## config.mk

```make
export PLATFORM = sky130hd
export DESIGN_NAME = brick_game_ctrl
export DESIGN_NICKNAME = d
export VERILOG_FILES = /design/src/rtl/brick_game_ctrl.sv
export SDC_FILE = /design/constraint.sdc
export NUM_CORES = 1
export LEC_CHECK = 0
export ABC_AREA = 1
export CAP_MARGIN = 20
export CORE_UTILIZATION = 51
export CTS_CLUSTER_DIAMETER = 200
export DETAILED_ROUTE_END_ITERATION = 16
export HOLD_SLACK_MARGIN = 0.15
export PLACE_DENSITY = 0.81
export SKIP_CTS_REPAIR_TIMING = 1
export SLEW_MARGIN = 20
export SYNTH_ARGS = -nofsm -noshare
export SYNTH_HDL_FRONTEND = slang
export SYNTH_SLANG_ARGS = --single-unit
```

## constraint.sdc

```tcl
create_clock -name clk -period 2.94 [get_ports clk]
set_clock_uncertainty 0.1 [all_clocks]
set_input_delay 0.588 -clock clk [delete_from_list [all_inputs] [get_ports clk]]
set_output_delay 0.588 -clock clk [all_outputs]
set_load 0.02 [all_outputs]
```

## src/rtl/brick_game_ctrl.sv

```systemverilog
// Breakout game sequencer: serve/play/lose/win flow and once-per-frame
// ball-versus-brick-grid hit detection with brick clear commands.
module brick_game_ctrl #(
    parameter int SCREEN_H     = 480,
    parameter int GRID_X0      = 64,
    parameter int GRID_Y0      = 64,
    parameter int CELL_W_LG2   = 6,
    parameter int CELL_H_LG2   = 5,
    parameter int COLS         = 8,
    parameter int ROWS         = 3,
    parameter int LIVES        = 3,
    parameter int SERVE_FRAMES = 60
) (
    input  logic        clk,
    input  logic        rst,
    input  logic        frame_tick,
    input  logic        btn_start,
    input  logic [10:0] ball_v,
    input  logic [10:0] ball_h,
    input  logic        ball_lost,
    input  logic [23:0] bricks,
    output logic        brick_clr,
    output logic [4:0]  brick_idx,
    output logic        bricks_rst,
    output logic        bounce_v,
    output logic        ball_run,
    output logic [7:0]  score,
    output logic [1:0]  lives,
    output logic [2:0]  state
);

    localparam int CW = $clog2(SERVE_FRAMES);

    typedef enum logic [2:0] {
        S_IDLE  = 3'd0,
        S_SERVE = 3'd1,
        S_PLAY  = 3'd2,
        S_CHECK = 3'd3,
        S_CLEAR = 3'd4,
        S_LOST  = 3'd5,
        S_WIN   = 3'd6,
        S_OVER  = 3'd7
    } state_t;

    state_t        state_q, state_d;
    logic [7:0]    score_q, score_d;
    logic [1:0]    lives_q, lives_d;
    logic [4:0]    left_q, left_d;
    logic [CW-1:0] serve_cnt_q, serve_cnt_d;
    logic [10:0]   v_q, v_d, h_q, h_d;
    logic          brick_clr_q, brick_clr_d;
    logic [4:0]    brick_idx_q, brick_idx_d;
    logic          bricks_rst_q, bricks_rst_d;
    logic          bounce_q, bounce_d;
    logic          ball_run_q, ball_run_d;

    logic [11:0] y, dx, dy;
    logic        in_x, in_y, hit;
    logic [4:0]  idx;

    // Grid y grows upward from the screen bottom; ball_v below the screen misses.
    always_comb begin
        y    = 12'(SCREEN_H) - {1'b0, v_q};
        dx   = {1'b0, h_q} - 12'(GRID_X0);
        dy   = y - 12'(GRID_Y0);
        in_x = ({1'b0, h_q} >= 12'(GRID_X0)) &&
               ({1'b0, h_q} < 12'(GRID_X0 + (COLS << CELL_W_LG2)));
        in_y = ({1'b0, v_q} <= 12'(SCREEN_H)) &&
               (y >= 12'(GRID_Y0)) &&
               (y < 12'(GRID_Y0 + (ROWS << CELL_H_LG2)));
        idx  = 5'(5'(dy >> CELL_H_LG2) * 5'(COLS) + 5'(dx >> CELL_W_LG2));
        hit  = in_x && in_y && bricks[idx];
    end

    always_comb begin
        state_d      = state_q;
        score_d      = score_q;
        lives_d      = lives_q;
        left_d       = left_q;
        serve_cnt_d  = serve_cnt_q;
        v_d          = v_q;
        h_d          = h_q;
        brick_clr_d  = 1'b0;
        brick_idx_d  = brick_idx_q;
        bricks_rst_d = 1'b0;
        bounce_d     = 1'b0;

        unique case (state_q)
            S_IDLE, S_OVER, S_WIN: begin
                if (btn_start) begin
                    bricks_rst_d = 1'b1;
                    left_d       = 5'(ROWS * COLS);
                    serve_cnt_d  = '0;
                    state_d      = S_SERVE;
                    if (state_q != S_WIN) begin
                        score_d = '0;
                        lives_d = 2'(LIVES);
                    end
                end
            end
            S_SERVE: begin
                if (frame_tick) begin
                    if (serve_cnt_q == CW'(SERVE_FRAMES - 1)) begin
                        serve_cnt_d = '0;
                        state_d     = S_PLAY;
                    end else begin
                        serve_cnt_d = serve_cnt_q + 1'b1;
                    end
                end
            end
            S_PLAY: begin
                if (frame_tick) begin
                    if (ball_lost) begin
                        state_d = S_LOST;
                    end else begin
                        v_d     = ball_v;
                        h_d     = ball_h;
                        state_d = S_CHECK;
                    end
                end
            end
            S_CHECK: begin
                if (hit) begin
                    brick_clr_d = 1'b1;
                    bounce_d    = 1'b1;
                    brick_idx_d = idx;
                    score_d     = (score_q == 8'hFF) ? score_q : score_q + 8'd1;
                    left_d      = left_q - 5'd1;
                    state_d     = S_CLEAR;
                end else begin
                    state_d = S_PLAY;
                end
            end
            S_CLEAR: begin
                state_d = (left_q == 5'd0) ? S_WIN : S_PLAY;
            end
            S_LOST: begin
                lives_d     = lives_q - 2'd1;
                serve_cnt_d = '0;
                state_d     = (lives_q == 2'd1) ? S_OVER : S_SERVE;
            end
        endcase

        ball_run_d = (state_d == S_PLAY) || (state_d == S_CHECK) ||
                     (state_d == S_CLEAR);
    end

    always_ff @(posedge clk or posedge rst) begin
        if (rst) begin
            state_q      <= S_IDLE;
            score_q      <= '0;
            lives_q      <= 2'(LIVES);
            left_q       <= 5'(ROWS * COLS);
            serve_cnt_q  <= '0;
            v_q          <= '0;
            h_q          <= '0;
            brick_clr_q  <= 1'b0;
            brick_idx_q  <= '0;
            bricks_rst_q <= 1'b0;
            bounce_q     <= 1'b0;
            ball_run_q   <= 1'b0;
        end else begin
            state_q      <= state_d;
            score_q      <= score_d;
            lives_q      <= lives_d;
            left_q       <= left_d;
            serve_cnt_q  <= serve_cnt_d;
            v_q          <= v_d;
            h_q          <= h_d;
            brick_clr_q  <= brick_clr_d;
            brick_idx_q  <= brick_idx_d;
            bricks_rst_q <= bricks_rst_d;
            bounce_q     <= bounce_d;
            ball_run_q   <= ball_run_d;
        end
    end

    assign brick_clr  = brick_clr_q;
    assign brick_idx  = brick_idx_q;
    assign bricks_rst = bricks_rst_q;
    assign bounce_v   = bounce_q;
    assign ball_run   = ball_run_q;
    assign score      = score_q;
    assign lives      = lives_q;
    assign state      = state_q;

endmodule

```

==> results of run 1 <==
==> how the worst max path moves through the flow <==
stage | startpoint | endpoint | cells past startpoint
finish | v_q[0] | score[5] | 20
global route | h_q[6] | ball_run | 17
CTS | v_q[0] | score[2] | 20
detailed placement | v_q[0] | score[2] | 20
global placement | v_q[0] | left_q[1] | 18
floorplan | v_q[2] | score[2] | 20
==> sequential cells by signal, summed over array words and instances, names as in the netlist <==
signal,cells
serve_cnt_q,6
state,3
ball_run,1
h_q,11
bounce_v,1
brick_idx,5
lives,2
v_q,11
bricks_rst,1
score,8
left_q,5
==> power by group through the flow <==
stage	Combinational [W]	Clock (W)	Sequential [W]
2_1_floorplan	0.000860	0	0.00102
3_3_place_gp	0.00114	0	0.000992
3_5_place_dp	0.00119	0	0.00100
4_1_cts	0.00119	0.000449	0.000987
5_1_grt	0.00134	0.000476	0.00100
6_report	0.00120	0.000443	0.000986
==> per-layer routing <==
metal | global-route usage | vias to the layer above
met3 | 0.03034 | 15
met5 | 0 | -
met1 | 0.2829 | 1355
met2 | 0.4361 | 90
li1 | - | 1489
met4 | 0.08750 | 0
==> cells in the final DEF, fill, tap and decap left out, drive strengths merged, types with 7 or more instances in the layout <==
cell	synthesis	layout
a21oi	8	8
clkbuf	1	7
clkdlybuf4s50	0	72
dfrtp	50	50
ha	8	8
inv	46	47
nand2	141	141
nand3	45	45
nand4	15	15
nor2	34	34
o21ai	27	27
==> logic make-up after synthesis <==
group / share of synthesized area
AND/OR/NAND/NOR: 0.3589
buffers and inverters: 0.08058
flip-flops: 0.4261
AO/OA/AOI/OAI: 0.07862
XOR/XNOR: 0.02437
adder cells (fa/ha/maj): 0.03145
==> worst max-delay path: stages, from the launching register on <==
cell	delay, ns
dfrtp_1	0.40
nor2_1	0.12
nand3_1	0.09
or2_2	0.29
nand2_1	0.07
ha_1	0.18
inv_1	0.06
nand2_1	0.07
nand2_1	0.05
nand2_1	0.05
nand2_1	0.06
inv_1	0.05
nand2_1	0.05
nand2_1	0.06
nand2_1	0.08
nand3_2	0.09
nand3_2	0.13
nand2_4	0.16
nand3_2	0.18
nand2_1	0.12
nand2_1	0.06
==> through the flow <==
step | cell area [µm²] | hold WS (ns) | util | instances | power, W
after floorplan | 3183 | 0.3422 | - | 417 | 0.001875
after global placement | 3955 | 0.3560 | 0.6641 | 556 | 0.002128
after detailed placement | 3955 | 0.3595 | 0.6641 | 556 | 0.002189
after CTS | 4050 | 0.3843 | 0.6800 | 564 | 0.002630
after global routing | 4050 | 0.3941 | 0.6800 | 564 | 0.002822
final | 4050 | 0.3800 | 0.6800 | 564 | 0.002626
==> layout make-up <==
type	count	area (µm²)
sequential	54	1356
fill	521	1906
multi-input combinational	305	1570
timing repair buffer	75	755.7
tap	75	93.84
clock buffer	7	86.33
inverter	47	178.9
clock inverter	1	8.758
==> out/metrics.yaml, run 1 <==
sta:
  relSlewSlack: 0.7498
  worstMarginPinSlew_ns: 0.3739
  post-route-period-util: 0.8933
  rsz0062_at_grt: "no"
  clock.fmax_mhz: 380.8
  hold_violations: 0
  slew_violations: 0
  setup_slack_ns: 0.3136
  finalSetupViolCount: 0
  layout_min_cycle_time_ns: 2.626
  fin_setup_tns_ns: 0
logic_synthesis:
  synth_top_area_cell: "dfrtp_1"
  synth_edf_count: 0
  synth-main-ff-cell: "dfrtp_1"
  synth_commonest_cells: "nand2_1, dfrtp_1, nand3_1"
  synthTopCellsByArea: "dfrtp_1, nand2_1, nand3_1"
  ys_warn_count: 0
  netlist_area_um2: 3183
  avgSynthCellArea_um2: 7.633
  yosysSeqAreaShare: 0.4261
  synth_cell_types: 39
  ys_seq_elements: 54
  synthCells: 417
  synth_top_area_share: 0.3931
  async_reset_ff_frac: 1.000
  synthMostInstantiatedCell: "nand2_1"
  syn-num-nets: 476
die:
  rows: 28
  die_y_um: 81
  io_pins: 73
  fp.dieW_um: 81
  core-area_um2: 5956
  initial_core_util: 0.5345
  dieArea_um2: 6561
drt:
  routedWlPerCell_um: 12.62
  met2_length_um: 3657
  drt_iter0_markers: 170
  m1WireLength_um: 2960
  ant_nets: 0
  drc: 0
  drt_wl_total_um: 7115
  num_vias: 2949
  dr.pass1.iters: 4
  top_layer: "met4"
  dr_wl_met3_um: 389
  viasPerCell: 5.229
power:
  p_comb_frac: 0.456
  internal-power_w: 0.001501
  leakage_nw: 2.038
  pwr-share-seq: 0.375
  p_switching_w: 0.001125
  peakVddDrop_uv: 370.5
  clock_power_share: 0.169
  sw_frac_of_total: 0.4285
  power_density_nw_per_um2: 648.3
min_path:
  min_path_type: "reg -> reg"
  min_path_cells: 2
  worst_hold_path.endpoint: "h_q[0]"
  holdCritStartpoint: "h_q[0]"
run:
  drv_cap: 0
finish:
  nets: 547
  drive_gt1_frac: 0.08998
  diodes: 0
  area.growth.synth_to_final_pct: 27.24
grt:
  grt_max_degree: 55
  grt_pass1_vias: 2900
  grt_pass1_wl_um: 12190
  grt_overflow: 0
  track_usage: 0.2383
  antenna_found_initial: 0
clock_tree:
  cts_root_buf: "clkbuf_8"
  clock_sinks: 54
  clockBufferDepth: 2
  cts_buffers: 5
  cts_tree: "built"
  clk_pin_slew_worst_paths_ns: 0.11
  clkLatencyLatePin_ns: 0.31
  cts_max_level: 2
placed_design:
  gp_congestion: 0.8433
  portBuffers: 72
  hpwl_um: 5423
  place_ws_ns: 0.3279
worst_setup_path:
  critical_path_class: "reg -> reg"
  r2r_cells: 20
  r2r_start: "v_q[0]"
  startpoint_type: "register"
  timing.reg2reg.setup_slack_ns: 0.31
  worstPathArrival_ns: 2.74
  cp_max_fo: 12
  rr_endpoint: "score[5]"
  cp_data_required_time_ns: 3.06
  end_kind: "register"
run_status:
  outcome: "complete, no violations"
Note: power is estimated with default switching activity, not from simulation.
==> run 2, diff against run 1 <==
--- a/config.mk
+++ b/config.mk
@@ -9,6 +9,7 @@
 export CAP_MARGIN = 20
 export CORE_UTILIZATION = 51
 export CTS_CLUSTER_DIAMETER = 200
+export CTS_CLUSTER_SIZE = 24
 export DETAILED_ROUTE_END_ITERATION = 16
 export HOLD_SLACK_MARGIN = 0.15
 export PLACE_DENSITY = 0.81
==> results of run 2 <==
Same layout as run 1: the final DEF is identical, and so are final timing and power.
==> run 3, diff against run 2 <==
--- a/config.mk
+++ b/config.mk
@@ -5,14 +5,13 @@
 export SDC_FILE = /design/constraint.sdc
 export NUM_CORES = 1
 export LEC_CHECK = 0
-export ABC_AREA = 1
 export CAP_MARGIN = 20
-export CORE_UTILIZATION = 51
+export CORE_UTILIZATION = 50
 export CTS_CLUSTER_DIAMETER = 200
 export CTS_CLUSTER_SIZE = 24
 export DETAILED_ROUTE_END_ITERATION = 16
 export HOLD_SLACK_MARGIN = 0.15
-export PLACE_DENSITY = 0.81
+export PLACE_DENSITY = 0.8
 export SKIP_CTS_REPAIR_TIMING = 1
 export SLEW_MARGIN = 20
 export SYNTH_ARGS = -nofsm -noshare
==> run 3 against run 2 <==
Highest routed layer unchanged. Worst setup slack lost 0.51 ns. The flow now finishes with violations (setup timing). Clock-buffer cell count shrank 1. Fmax shrank 16%.
==> out/metrics.yaml, run 3 <==
placed_design:
  hpwl_um: 5280  # -2.6%
  portBuffers: 72  # unchanged
  gp_congestion: 0.8255  # -2.1%
  place_ws_ns: -0.1735  # -0.5014 ns
run_status:
  outcome: "finished with violations"
  violations: "setup timing"
logic_synthesis:
  yosysSeqAreaShare: 0.4428  # +0.01671
  ys_warn_count: 0  # unchanged
  synthCells: 292  # -30%
  synthTopCellsByArea: "dfrtp_1, mux2_2, mux4_2"
  synth_edf_count: 0  # unchanged
  synth-main-ff-cell: "dfrtp_1"
  netlist_area_um2: 3063  # -3.8%
  syn-num-nets: 351  # -26%
  avgSynthCellArea_um2: 10.49  # +37%
  synth_top_area_share: 0.4085  # +0.01541
  synth_top_area_cell: "dfrtp_1"
  ys_seq_elements: 54  # unchanged
  async_reset_ff_frac: 1.000  # unchanged
  synth_commonest_cells: "dfrtp_1, nand2_1, mux2_2"
  synth_cell_types: 54  # +38%
  synthMostInstantiatedCell: "dfrtp_1"
finish:
  seqCellArea_um2: 1356  # unchanged
  n_fill_cell: 465  # -11%
  drive_gt1_frac: 0.2094  # +0.1194
  layout_common_cells: "clkdlybuf4s50_1, dfrtp_1, nand2_1"
  multi_input_area_um2: 1677  # +6.8%
  diodes: 0  # unchanged
  final_util: 0.7035  # +0.02347
  nets: 440  # -20%
  layout_commonest_cell: "clkdlybuf4s50_1"
  area.growth.synth_to_final_pct: 35.99
clock_tree:
  cts_tree: "built"
  clock_sinks: 54  # unchanged
  clkLatencyLatePin_ns: 0.31  # about the same
  cts_max_level: 2  # unchanged
  clk_pin_slew_worst_paths_ns: 0.09  # -0.02 ns
  clockBufferDepth: 2  # unchanged
  cts_buffers: 5  # unchanged
  cts_root_buf: "clkbuf_8"
worst_setup_path:
  crit_chain: "or4_4, nor2_4, xor2_1, ha_1, xnor3_1, xor2_2, xnor2_2, mux2i_1, buf_4, buf_4, nor3b_4, and3_1, o21ai_1"
  max_stage_delay_ns: 0.56  # +0.16 ns
  slowest_stage: "or4_4"
  end_kind: "register"
  startpoint_type: "register"
  crit_family: "simple AND/OR/NAND/NOR gates"
  timing.reg2reg.setup_slack_ns: -0.19  # -0.51 ns
  critical_path_class: "reg -> reg"
  cp_common_cell: "buf_4"
  r2r_start: "v_q[1]"
  rr_endpoint: "left_q[4]"
  r2r_cells: 13  # -35%
  cp_data_required_time_ns: 3.07  # about the same
  cp_num_buf_inv: 2  # unchanged
  worstPathArrival_ns: 3.26  # +0.52 ns
  cp_max_fo: 5  # -7
grt:
  met1_usage: 0.2901  # +0.007261
  grt_pass1_vias: 2493  # -14%
  grt_max_degree: 32  # -42%
  track_usage: 0.2268  # -0.01147
  grt_overflow: 0  # unchanged
  antenna_found_initial: 0  # unchanged
  grt_pass1_wl_um: 11350  # -6.9%
  grt_util_met3: 0.03750  # +0.007163
  use_met2: 0.3983  # -0.03784
  grt_busiest_layer: "met2"
sta:
  relSlewSlack: 0.5348  # -0.2150
  slew_violations: 0  # unchanged
  clock.fmax_mhz: 319.3  # -16%
  finalHoldWorstSlack_ns: 0.4098  # +0.02984 ns
  hold_violations: 0  # unchanged
  finalSetupViolCount: 19  # +19
  rsz0062_at_grt: "yes"
  layout_min_cycle_time_ns: 3.132  # +0.5057 ns
  setup_slack_ns: -0.1920  # -0.5057 ns
  worstMarginPinSlew_ns: 0.6968  # +0.3229 ns
  fin_setup_tns_ns: -1.997  # -1.997 ns
  post-route-period-util: 1.065  # +0.1720
die:
  core-area_um2: 5921  # -0.59%
  rows: 28  # unchanged
  fp.dieW_um: 80.27  # -0.91%
  dieArea_um2: 6442  # -1.8%
  io_pins: 73  # unchanged
  initial_core_util: 0.5173  # -0.01712
  die_y_um: 80.27  # -0.91%
run:
  drv_cap: 0  # unchanged
power:
  leakage_nw: 1.882  # -7.6%
  peakVddDrop_uv: 739.2  # +99%
  power_density_nw_per_um2: 917.4  # +42%
drt:
  drt_iter0_markers: 153  # -10%
  viasPerCell: 5.604  # +7.2%
  drt_wl_total_um: 7002  # -1.6%
  dr.pass1.iters: 4  # unchanged
  num_vias: 2561  # -13%
  ant_nets: 0  # unchanged
  routedWlPerCell_um: 15.32  # +21%
  drc: 0  # unchanged
min_path:
  holdCritStartpoint: "brick_idx[1]"
  worst_hold_path.endpoint: "brick_idx[1]"
  min_path_cells: 2  # unchanged
  min_path_type: "reg -> reg"
[run 3: cell types whose count changed after synthesis, sizes merged, moves of 6 or more]
cell    change
mux2       +24
nand3      -34
nand2     -106
nand4       -9
inv        -36
buf         -6
nand2b      +7
mux4        +6
mux2i      +12
clkbuf      +7
nor2       -20
[run 3: worst min-delay path, stage by stage (launching register included)]
cell and delay (ns):
dfrtp_1 0.37, o21ai_2 0.06, o31ai_1 0.05
[run 3: worst max path at each step]
stage / start / endpoint / slack, ns / depth (start not counted)
after CTS: v_q[1] / score[4] / -0.22 / 13
after global placement: v_q[1] / score[4] / -0.12 / 13
after detailed placement: v_q[1] / score[4] / -0.17 / 13
after floorplan: v_q[1] / score[0] / -0.15 / 12
final: v_q[1] / left_q[4] / -0.19 / 13
after global routing: v_q[1] / left_q[3] / -0.33 / 13
[run 3: layout make-up]
type                    count  area share
multi-input cells         217      0.4025
flip-flops and latches     54      0.3256
repair buffers             93      0.2139
well taps                  75     0.02253
clock buffers               6     0.01742
clock inverters             2    0.009012
inverters                  10    0.009012
[run 3: metrics by stage]
stage	cell area, µm²	instances	total power (W)
floorplan	3078	292	0.002438
global placement	4003	446	0.003025
detailed placement	4003	446	0.003093
CTS	4113	454	0.003626
global route	4165	457	0.004086
finish	4165	457	0.003821
[run 3: cells by family (layout without fill, tap and decap cells)]
family                   after synthesis  after routing  synth area share
flip-flops                            54             54            0.4428
multiplexers                          42             42            0.1728
buffers and inverters                 22            111           0.02982
XOR/XNOR                               7              7           0.02696
adder cells (fa/ha/maj)                8              8           0.03268
AO/OA/AOI/OAI                         53             54            0.1115
AND/OR/NAND/NOR                      106            106            0.1834
[run 3: routing by layer]
| metal | up-vias | wire, µm |
|---|---|---|
| li1 | 1230 | - |
| met1 | 1251 | 3039 |
| met2 | 70 | 3641 |
| met3 | 10 | 242 |
| met4 | 0 | 78 |
| met5 | - | 0 |
[run 3: power by group]
| group | switching, W | internal (W) |
|---|---|---|
| Sequential | 0.000217 | 0.000957 |
| Clock | 0.000240 | 0.000254 |
| Combinational | 0.00106 | 0.00109 |
| Total | 0.00152 | 0.00230 |
